===== src/rtl/pipe_if_pcgen.sv =====
// pipe_if_pcgen -- fetch-stage PC generator.
// Owns the PC register and selects the next fetch address from pc_source
// (00 pc+INC, 01 conditional branch, 10 jump-register, 11 jump-immediate).
// Adds stall hold, interrupt entry, ERET return, EPC/IE state and an IF/ID
// fetch-valid flag.
// Optional feature macro: PIPE_IF_MISALIGN_EN. When defined, a redirect whose
// target has nonzero low two bits traps to EXC_VEC.
// Ports:
//   clk, rst                     clock, synchronous active-high reset
//   stall                        hold all state this cycle
//   pc_source                    next-PC select
//   condit_bran_pc/j_reg_pc/j_pc redirect targets
//   int_req                      level interrupt request
//   eret                         return from handler
//   pc, epc, ie                  registered PC, saved restart PC, interrupt enable
//   pc4, next_pc                 combinational pc+INC and mux result
//   int_ack, exc_misalign        one-cycle pulses following a take
//   if_valid                     instruction at pc is valid for IF/ID
module pipe_if_pcgen #(
   parameter int                 ADDR_W    = 32,
   parameter int                 INC       = 4,
   parameter logic [ADDR_W-1:0]  RESET_VEC = '0,
   parameter logic [ADDR_W-1:0]  INT_VEC   = ADDR_W'(32'h0000_0008),
   parameter logic [ADDR_W-1:0]  EXC_VEC   = ADDR_W'(32'h0000_000C)
) (
   input  logic              clk,
   input  logic              rst,
   input  logic              stall,
   input  logic [1:0]        pc_source,
   input  logic [ADDR_W-1:0] condit_bran_pc,
   input  logic [ADDR_W-1:0] j_reg_pc,
   input  logic [ADDR_W-1:0] j_pc,
   input  logic              int_req,
   input  logic              eret,
   output logic [ADDR_W-1:0] pc,
   output logic [ADDR_W-1:0] pc4,
   output logic [ADDR_W-1:0] next_pc,
   output logic [ADDR_W-1:0] epc,
   output logic              ie,
   output logic              int_ack,
   output logic              exc_misalign,
   output logic              if_valid
);

   typedef enum logic [1:0] {S_BOOT, S_RUN, S_BUBBLE} state_t;

   state_t            state_q, state_d;
   logic [ADDR_W-1:0] pc_q, pc_d;
   logic [ADDR_W-1:0] epc_q, epc_d;
   logic              ie_q, ie_d;
   logic              int_ack_q, int_ack_d;
   logic              exc_q, exc_d;
   logic              misalign;

   // Next-PC mux; pc4 wraps naturally at ADDR_W bits.
   always_comb begin
      pc4 = pc_q + ADDR_W'(INC);
      case (pc_source)
         2'b01:   next_pc = condit_bran_pc;
         2'b10:   next_pc = j_reg_pc;
         2'b11:   next_pc = j_pc;
         default: next_pc = pc4;
      endcase
   end

`ifdef PIPE_IF_MISALIGN_EN
   // Sequential fall-through is always aligned; only redirects are checked.
   assign misalign = (pc_source != 2'b00) && (next_pc[1:0] != 2'b00);
`else
   // Targets are loaded unchecked; the exception branch below never fires.
   assign misalign = 1'b0;
`endif

   // Priority: stall > eret > exception > interrupt > normal.
   always_comb begin
      pc_d      = pc_q;
      epc_d     = epc_q;
      ie_d      = ie_q;
      int_ack_d = 1'b0;
      exc_d     = 1'b0;
      state_d   = state_q;
      if (!stall) begin
         state_d = S_RUN;
         if (eret) begin
            pc_d    = epc_q;
            ie_d    = 1'b1;
            state_d = S_BUBBLE;
         end else if (misalign) begin
            epc_d   = pc_q;        // restart at the faulting branch
            pc_d    = EXC_VEC;
            ie_d    = 1'b0;
            exc_d   = 1'b1;
            state_d = S_BUBBLE;
         end else if (ie_q && int_req) begin
            epc_d     = next_pc;   // resume where fetch would have gone
            pc_d      = INT_VEC;
            ie_d      = 1'b0;
            int_ack_d = 1'b1;
            state_d   = S_BUBBLE;
         end else begin
            pc_d = next_pc;
         end
      end
   end

   always_ff @(posedge clk) begin
      if (rst) begin
         pc_q      <= RESET_VEC;
         epc_q     <= '0;
         ie_q      <= 1'b0;
         int_ack_q <= 1'b0;
         exc_q     <= 1'b0;
         state_q   <= S_BOOT;
      end else begin
         pc_q      <= pc_d;
         epc_q     <= epc_d;
         ie_q      <= ie_d;
         int_ack_q <= int_ack_d;
         exc_q     <= exc_d;
         state_q   <= state_d;
      end
   end

   assign pc           = pc_q;
   assign epc          = epc_q;
   assign ie           = ie_q;
   assign int_ack      = int_ack_q;
   assign exc_misalign = exc_q;
   assign if_valid     = (state_q == S_RUN);

endmodule


===== config.mk =====
export PLATFORM = sky130hd
export DESIGN_NAME = pipe_if_pcgen
export DESIGN_NICKNAME = d
export VERILOG_FILES = /design/src/rtl/pipe_if_pcgen.sv
export SDC_FILE = /design/constraint.sdc
export NUM_CORES = 1
export LEC_CHECK = 0
export CAP_MARGIN = 20
export CORE_ASPECT_RATIO = 1.1
export CORE_UTILIZATION = 40
export DETAILED_ROUTE_END_ITERATION = 10
export PLACE_DENSITY_LB_ADDON = 0.15
export SYNTH_ARGS = -nofsm -noshare
export SYNTH_HDL_FRONTEND = slang
export SYNTH_SLANG_ARGS = --single-unit
export TNS_END_PERCENT = 30

===== constraint.sdc =====
create_clock -name clk -period 5 [get_ports clk]
set_input_delay 1.5 -clock clk [delete_from_list [all_inputs] [get_ports clk]]
set_output_delay 1.5 -clock clk [all_outputs]
set_load 0.05 [all_outputs]

Yosys cells after proc, flatten, opt, wreduce, memory -nomap -nowiden
Cells that the tools add are included.
Operators by class
  add/subtract/negate cells: 1
  reduce and logical (&&, ||, !) cells: 5
  mux-type cells: 8
  bitwise operators: 2
  equality and inequality tests: 4
Operators by type and width (number)
  $pmux W32 S3: 1
  $mux W32: 2
  $add A32 B3 Y32 const B: 1
  $eq A2 B1 Y1 const B: 2
  $eq A2 B2 Y1 const B: 2
  $mux W2: 2
  $mux W1: 3
  $reduce_and A3 Y1: 1
  $reduce_or A3 Y1: 1
  $not A1 Y1: 2
  $reduce_and A2 Y1: 1
  $reduce_bool A2 Y1: 1
  $logic_and A1 B1 Y1: 1
Word-level totals
  word-level logic and storage cells: 25
  bits in registers: 68
  output and inout bits: 132
  input bits: 103

Longest topological paths before layout
Gate-level depths: netlist of run 1.
  depth after elaboration: 4
  mapped depth: 8
  depth with buffers taken out: 7

Least setup slack after synthesis of run 1
OpenSTA, ideal clock, no wires.
  path kind: reg-to-output
  from: reg pc_q[3] (netlist: pc[3])
  to: out next_pc[26]
  slack: 75 ps
  arrival: 3425 ps
  buffers on the path: 0
  stages on the path, launching flop included: 8
  required time: 3500 ps
  cells stage by stage: dfxtp_1 ha_1 nand3_1 nor3_1 nand3_1 xnor2_1 nor2_1 nor2_1
On the way
  word-level cells in the longest chain between the ends: 2
Ends and longest elaborated chain
  from (decl): RTL line 48  | logic [ADDR_W-1:0] pc_q, pc_d;
  from (signal assigned): RTL line 115  | pc_q <= pc_d;
  $add A32 B3 Y32: RTL line 57  | pc4 = pc_q + ADDR_W'(INC);
  via pc4[26]: RTL line 36  | output logic [ADDR_W-1:0] pc4,
  $pmux W32 S3: RTL line 58  | case (pc_source)
  to (decl): RTL line 37  | output logic [ADDR_W-1:0] next_pc,
The timed path passes the listed nets, and every way through them passes these cells.

Final worst setup path of run 1
  from: reg pc_q[18] (netlist: pc[18])
  to: out pc4[25]
On the way
  word-level cells in the longest chain between the ends: 1
Ends and longest elaborated chain (RTL line)
  $add A32 B3 Y32: 57
  to (decl): 36
Every way passes these cells.

==> summary.md, run 1 <==
| Metric | Value |
|---|---|
| Outcome | complete, no violations |
| Port bufs | 233 |
| PnR worst setup slack | 0.265 ns |
| CTS Buffer Depth | 2 |
| Post-synth EDFFs | 0 |
| Sequential fraction of design power | 32.9% |
| Total Power | 1.81 mW |
| Initial antenna violation count | 0 |
| Setup slack at placement | 0.308 ns |
| Setup crit start | pc[18]$_SDFFE_PP0N_ |
| Max stage delay on crit path | 0.83 ns |
| Max VDD drop | 0.000149 V |
| Seq/Total Area, Yosys | 31.1% |
| Hold_sp | epc[3]$_SDFFE_PP0P_ |
| Switching share of power | 35.3% |
| Yosys warns | 0 |
| Resize count post-CTS | 0 |
| Core Footprint | 10500 µm² |
| Nets | 833 |
| Logic pwr share | 35.7% |
| Vias/cell | 5.76 |
| Root buffer cell | clkbuf_16 |
| WP data required | 3.50 ns |
| WP data arrival | 3.24 ns |
| Clock skew | 0.00708 ns |
| Placer Congestion | 0.840 |
| Effective utilization at floorplan | 41.5% |
| CTS clk-pin slew, worst paths | 0.05 ns |
| HPWL Detailed | 12.3 mm |
| WL met1 | 6.58 mm |
| Worst Hold Class | reg2reg |
| Starting DRT DRC Count | 341 |
| Hold WS | 0.471 ns |
| Syn Area/Cell | 8.40 µm² |
| Cell area after synthesis | 4380 µm² |
| Unique masters post-synth | 63 |
| Synth Flop Type | dfxtp_1 |
| Cell Count, Final, Fillers Out | 875 |
| Register area | 1360 µm² |
| CP cell instances | nand2_1 > or4_4 > or3_4 > nor2_1 > xnor2_1 > clkdlybuf4s50_1 |
| Clock Latency Late Sink | 0.34 ns |
| Leak | 2.58 nW |
| CP max FO | 12 |
| Bufs and invs on worst path | 1 |
| Post-route minimum period | 4.74 ns |
| WL final | 16.8 mm |
| Die Width | 102 µm |
| H-tree lvl count | 3 |
| Max Freq | 211 MHz |
| Placed cell areas | 6830 µm² |
| Share of layout cells above drive strength 1 | 15.4% |
| WS Path Type | reg2out |
| Area grow syn2layout | 61.9% |
| Slew margin rel. | 31.2% |
| Setup-failing EPs final | 0 |
| Slowest stage cell on the critical path | clkdlybuf4s50_1 |
| Final instance area | 7090 µm² |
| FF-to-FF Start | pc[6]$_SDFFE_PP0N_ |
| Util after Layout | 67.3% |
| CTS tree | yes |
| Period utilization | 94.7% |
| Worst Hold Depth | 2 |
| Crit end category | primary output |
| Async SR Flop Fraction | 0% |
| Die span in y | 112 µm |
| CTS sink cnt | 68 |
| Pre-antenna DRT Iters | 7 |
| First-pass GRT wire length | 26.0 mm |
| Cell Count Post-Placement | 861 |
| Pwr/cell area | 255 nW/µm² |
| WL met2 | 8.07 mm |
| Final TNS setup | 0 ns |
| Area occupied by multi-input gates | 2760 µm² |
| Internal power | 1.17 mW |
| Post-CTS Setup Bufs | 0 |
| DIE AREA | 11400 µm² |
| Slew @ Worst Pin | 1.03 ns |
| Reg2Reg Depth | 6 |
| Max-Cap Viols | 0 |
| Clock share of power | 31.4% |
| Largest net degree at the start of global routing | 40 |
| Most common cell after layout, fill and taps aside | clkdlybuf4s50_1 |
| Inserted Clock Buffers | 9 |
| Gr ovfl total | 0 |
| Commonest non-fill, non-tap cells in the layout | clkdlybuf4s50_1, dfxtp_1, nor2_1, nand2_1, nor3_1 |
| WP depth | 6 |
| Uppermost routed layer | met4 |
| Post-DRT Antenna Nets | 0 |
| WL met3 | 1.57 mm |
| Final hold violation count | 0 |
| Unrepaired setup endpoints after global routing | no |
| Synth Register Bits | 68 |
| Vias in the first global route | 5094 |
| Synthesized net count | 625 |
| Net Sw Power | 0.638 mW |
| Fillcell total | 905 |
| CP Launch Type | register |
| Wire per inst | 19.2 µm |
| IO Pins | 235 |
| Antenna cells | 0 |
| Syn Inst Count | 521 |
| CP delay by family, top | simple AND/OR/NAND/NOR gates |
| Via count | 5039 |
| Slew Limit Fails | 0 |
| Row count | 39 |
| Drc violations | 0 |
| Overall Global Routing Usage | 29.9% |
| # hold bufs at CTS | 0 |
## Yosys cell counts, drive strengths merged, types with 2 or more instances
master   n  share of area (%)
inv     14                1.2
nor2b   15                2.1
clkbuf  35                3.1
or3      4               0.69
nand2b   2               0.29
or4      5                1.1
buf     13                1.7
a211oi   7                1.2
mux4    23                 12
xor2     5                1.0
or2      5               0.71
mux2     5                1.3
and4     4               0.83
o211ai   3               0.51
a22o     2               0.40
o22ai    2               0.29
a31oi    3               0.71
a21oi   30                3.6
nor3b    3               0.51
a21o     2               0.34
nor3    38                4.6
nand4   11                1.9
a221oi  16                3.6
xnor2   19                3.8
nor4     4               0.57
dfxtp   68                 31
and3     5               0.71
and2     3               0.43
a222oi   6                1.4
mux2i    4               0.91
o31ai    5               0.86
a22oi    8                1.4
a21boi   2               0.34
nand2   47                4.0
o21ai   10                1.1
nand3   17                2.1
nor2    65                5.6
## tightest hold or removal path, delay by kind of cell, from the launching register on
kind,cells,cell delay [ns]
AO/OA/AOI/OAI,1,0.05
flip-flops,1,0.31
AND/OR/NAND/NOR,1,0.06
## power groups by stage
stage                     clock (mW)  combinational [mW]  sequential, mW
after global routing           0.598               0.672           0.599
after global placement             0               0.638           0.604
after floorplan                    0               0.326           0.661
after CTS                      0.576               0.645           0.594
final                          0.568               0.645           0.595
after detailed placement           0               0.643           0.606
## flip-flops by register name, summed over array words and instances, names as in the netlist
name and count:
epc 32, state_q 2, int_ack 1, pc 32, ie 1
## worst paths after layout
path / end / slack, ns
worst min-delay path: epc[3]$_SDFFE_PP0P_ / 0.47
worst max register to register: pc[17]$_SDFFE_PP0N_ / 2.26
worst max-delay path: pc4[25] / 0.26
worst min register to register: epc[3]$_SDFFE_PP0P_ / 0.47
## cell families after synthesis
group	synth area share, %
DFF	31.1
other	0.0857
buffers and inverters	6.00
adders and majority gates	0.286
xor gates and xnor gates	4.80
muxes	14.0
and+or+nand+nor	26.3
AOI/OAI and AO/OA	17.4
## cell type report
type,instances,share of cell area (%)
Multi-Input combinational cell,391,39.0
Inverter,14,0.741
Clock buffer,12,3.48
Timing Repair Buffer,245,34.9
Tap cell,143,2.52
Sequential cell,68,19.2
Clock inverter,2,0.176
## per-layer routing
layer / GRT usage (%) / up-vias
li1: - / 2327
met1: 34.7 / 2386
met2: 49.5 / 276
met3: 8.10 / 50
met4: 15.7 / 0
met5: 0 / -
(Power assumes the default switching activity.)
==> run 2, diff against run 1 <==
--- a/config.mk
+++ b/config.mk
@@ -5,6 +5,7 @@
 export SDC_FILE = /design/constraint.sdc
 export NUM_CORES = 1
 export LEC_CHECK = 0
+export ABC_AREA = 0
 export CAP_MARGIN = 20
 export CORE_ASPECT_RATIO = 1.1
 export CORE_UTILIZATION = 40
==> results of run 2 <==
No change in the layout: final DEF, timing and power equal those of run 1.
==> run 3, diff against run 2 <==
--- a/config.mk
+++ b/config.mk
@@ -11,6 +11,7 @@
 export CORE_UTILIZATION = 40
 export DETAILED_ROUTE_END_ITERATION = 10
 export PLACE_DENSITY_LB_ADDON = 0.15
+export SLEW_MARGIN = 15
 export SYNTH_ARGS = -nofsm -noshare
 export SYNTH_HDL_FRONTEND = slang
 export SYNTH_SLANG_ARGS = --single-unit
==> constraint.sdc (replaced) <==
create_clock -name clk -period 5 [get_ports clk]
set_input_delay 1.5 -clock clk [delete_from_list [all_inputs] [get_ports clk]]
set_output_delay 1.5 -clock clk [all_outputs]
set_load 0.1 [all_outputs]
==> summary.md, run 3 (same netlist as run 1, synthesis figures left out) <==
| Metric | Value |
|---|---|
| Crit end category | primary output |
| Hold Path End | epc[1]$_SDFFE_PP0P_ |
| Worst Hold Depth | 2 (unchanged) |
| Final hold violation count | 0 (unchanged) |
| Slew @ Worst Pin | 1.02 ns (-0.00991 ns) |
| Max VDD drop | 0.000202 V (+35%) |
| Leak | 2.78 nW (+7.9%) |
| HPWL Detailed | 12.4 mm (+0.31%) |
| Die Width | 102 µm (unchanged) |
| Post-CTS Setup Bufs | 0 (unchanged) |
| Most common cell after layout, fill and taps aside | clkdlybuf4s50_1 |
| DIE AREA | 11400 µm² (unchanged) |
| Final TNS setup | 0 ns (unchanged) |
| Util after Layout | 69.7% (+2.4 points) |
| FF-to-FF Start | pc[2]$_SDFFE_PP0N_ |
| Commonest non-fill, non-tap cells in the layout | clkdlybuf4s50_1, nor2_1, dfxtp_1, nand2_1, buf_4 |
| WP data required | 3.50 ns (about the same) |
| First-pass GRT wire length | 26.1 mm (+0.35%) |
| IO Pins | 235 (unchanged) |
| Row count | 39 (unchanged) |
| Root buffer cell | clkbuf_16 |
| CP max FO | 14 (+2) |
| Reg2Reg Depth | 7 (+1) |
| Gr ovfl total | 0 (unchanged) |
| Drc violations | 0 (unchanged) |
| Largest net degree at the start of global routing | 62 (+55%) |
| Overall Global Routing Usage | 30.0% (+0.15 points) |
| Vias/cell | 5.76 (about the same) |
| CTS clk-pin slew, worst paths | 0.06 ns (about the same) |
| Slew margin rel. | 31.9% (+0.70 points) |
| Pwr/cell area | 294 nW/µm² (+15%) |
| Placer Congestion | 0.848 (+0.95%) |
| Unrepaired setup endpoints after global routing | no |
| Core Footprint | 10500 µm² (unchanged) |
| Area grow syn2layout | 67.8% |
| Outcome | complete, no violations |
| Clock Latency Late Sink | 0.33 ns (about the same) |
| Share of layout cells above drive strength 1 | 22.4% (+7.0 points) |
| Period utilization | 93.5% (-1.2 points) |
| Resize count post-CTS | 0 (unchanged) |
| Max Freq | 214 MHz (+1.3%) |
| Post-DRT Antenna Nets | 0 (unchanged) |
| Starting DRT DRC Count | 338 (-0.88%) |
| CP Launch Type | input port |
| Setup-failing EPs final | 0 (unchanged) |
| # hold bufs at CTS | 0 (unchanged) |
| Flop-to-flop setup slack | 2.28 ns (+0.02 ns) |
| Worst Hold Class | reg2reg |
| Die span in y | 112 µm (unchanged) |
| H-tree lvl count | 3 (unchanged) |
| CTS tree | yes |
| Vias in the first global route | 5023 (-1.4%) |
| WP data arrival | 3.18 ns (-0.06 ns) |
| Hold_sp | epc[1]$_SDFFE_PP0P_ |
| Antenna cells | 0 (unchanged) |
| Pre-antenna DRT Iters | 5 (-2) |
| WS Path Type | in2out |
| Nets | 835 (+0.24%) |
| Effective utilization at floorplan | 41.5% (unchanged) |
| Post-route minimum period | 4.68 ns (-0.0592 ns) |
| Inserted Clock Buffers | 9 (unchanged) |
| CTS sink cnt | 68 (unchanged) |
| Worst reg2reg endpoint | pc[16]$_SDFFE_PP0N_ |
| Clock skew | 0.00573 ns (-0.00135 ns) |
| Port bufs | 233 (unchanged) |
| Initial antenna violation count | 0 (unchanged) |
| Via count | 5067 (+0.56%) |
| WL final | 16.9 mm (+0.26%) |
| CTS Buffer Depth | 2 (unchanged) |
| Max-Cap Viols | 0 (unchanged) |
| Wire per inst | 19.2 µm (-0.19%) |
| Slew Limit Fails | 0 (unchanged) |
==> run 3: cell types whose count changed in the layout (fill, tap and decap cells not counted), moves of 3 or more <==
cell / change
xnor2_2: +6
clkinv_2: +3
buf_12: +11
clkdlybuf4s50_1: -25
buf_4: +16
dfxtp_1: -10
dfxtp_2: +10
xnor2_1: -8
==> run 3: through the flow <==
stage	power, mW	std cells	hold slack, ns	setup slack, ns	area [µm²]
3_5_place_dp	1.52	863	0.467	0.384	7040
4_1_cts	2.17	879	0.475	0.347	7350
5_1_grt	2.23	879	0.510	0.273	7350
3_3_place_gp	1.51	863	0.457	0.381	7040
6_report	2.16	879	0.473	0.324	7350
2_1_floorplan	1.23	521	0.453	-0.584	4500
==> run 3: final cells by class <==
cell class	count	area, µm²
multi-input combinational	391	2870
inverter	14	52.6
clock inverter	5	50.0
sequential	68	1370
tap	143	179
clock buffer	11	253
timing repair buffer	247	2560
fill	841	3190
==> run 3: worst max-delay path: stages <==
cell and delay (ns):
buf_2 0.19, buf_4 0.23, or2_2 0.42, o41ai_1 0.44, nor2_1 0.18, buf_12 0.20
==> run 3: routing by layer <==
| metal | up-vias | routed length (µm) | GRT usage [%] |
|---|---|---|---|
| li1 | 2340 | - | - |
| met3 | 45 | 1740 | 7.22 |
| met1 | 2382 | 6320 | 36.1 |
| met5 | - | 0 | 0 |
| met2 | 300 | 8260 | 50.7 |
| met4 | 0 | 524 | 12.2 |
==> run 3: worst max-delay path by stage <==
stage / start / end / depth (start not counted)
3_5_place_dp: j_pc[22] / next_pc[22] / 6
5_1_grt: pc_source[0] / next_pc[20] / 6
2_1_floorplan: pc[10]$_SDFFE_PP0N_ / next_pc[13] / 4
6_report: pc_source[0] / next_pc[20] / 6
4_1_cts: pc_source[0] / next_pc[20] / 6
3_3_place_gp: j_pc[22] / next_pc[22] / 6
==> run 3: where the power goes <==
group          switching [mW]  internal (mW)
registers              0.0356          0.563
logic                   0.621          0.290
clock network           0.242          0.410
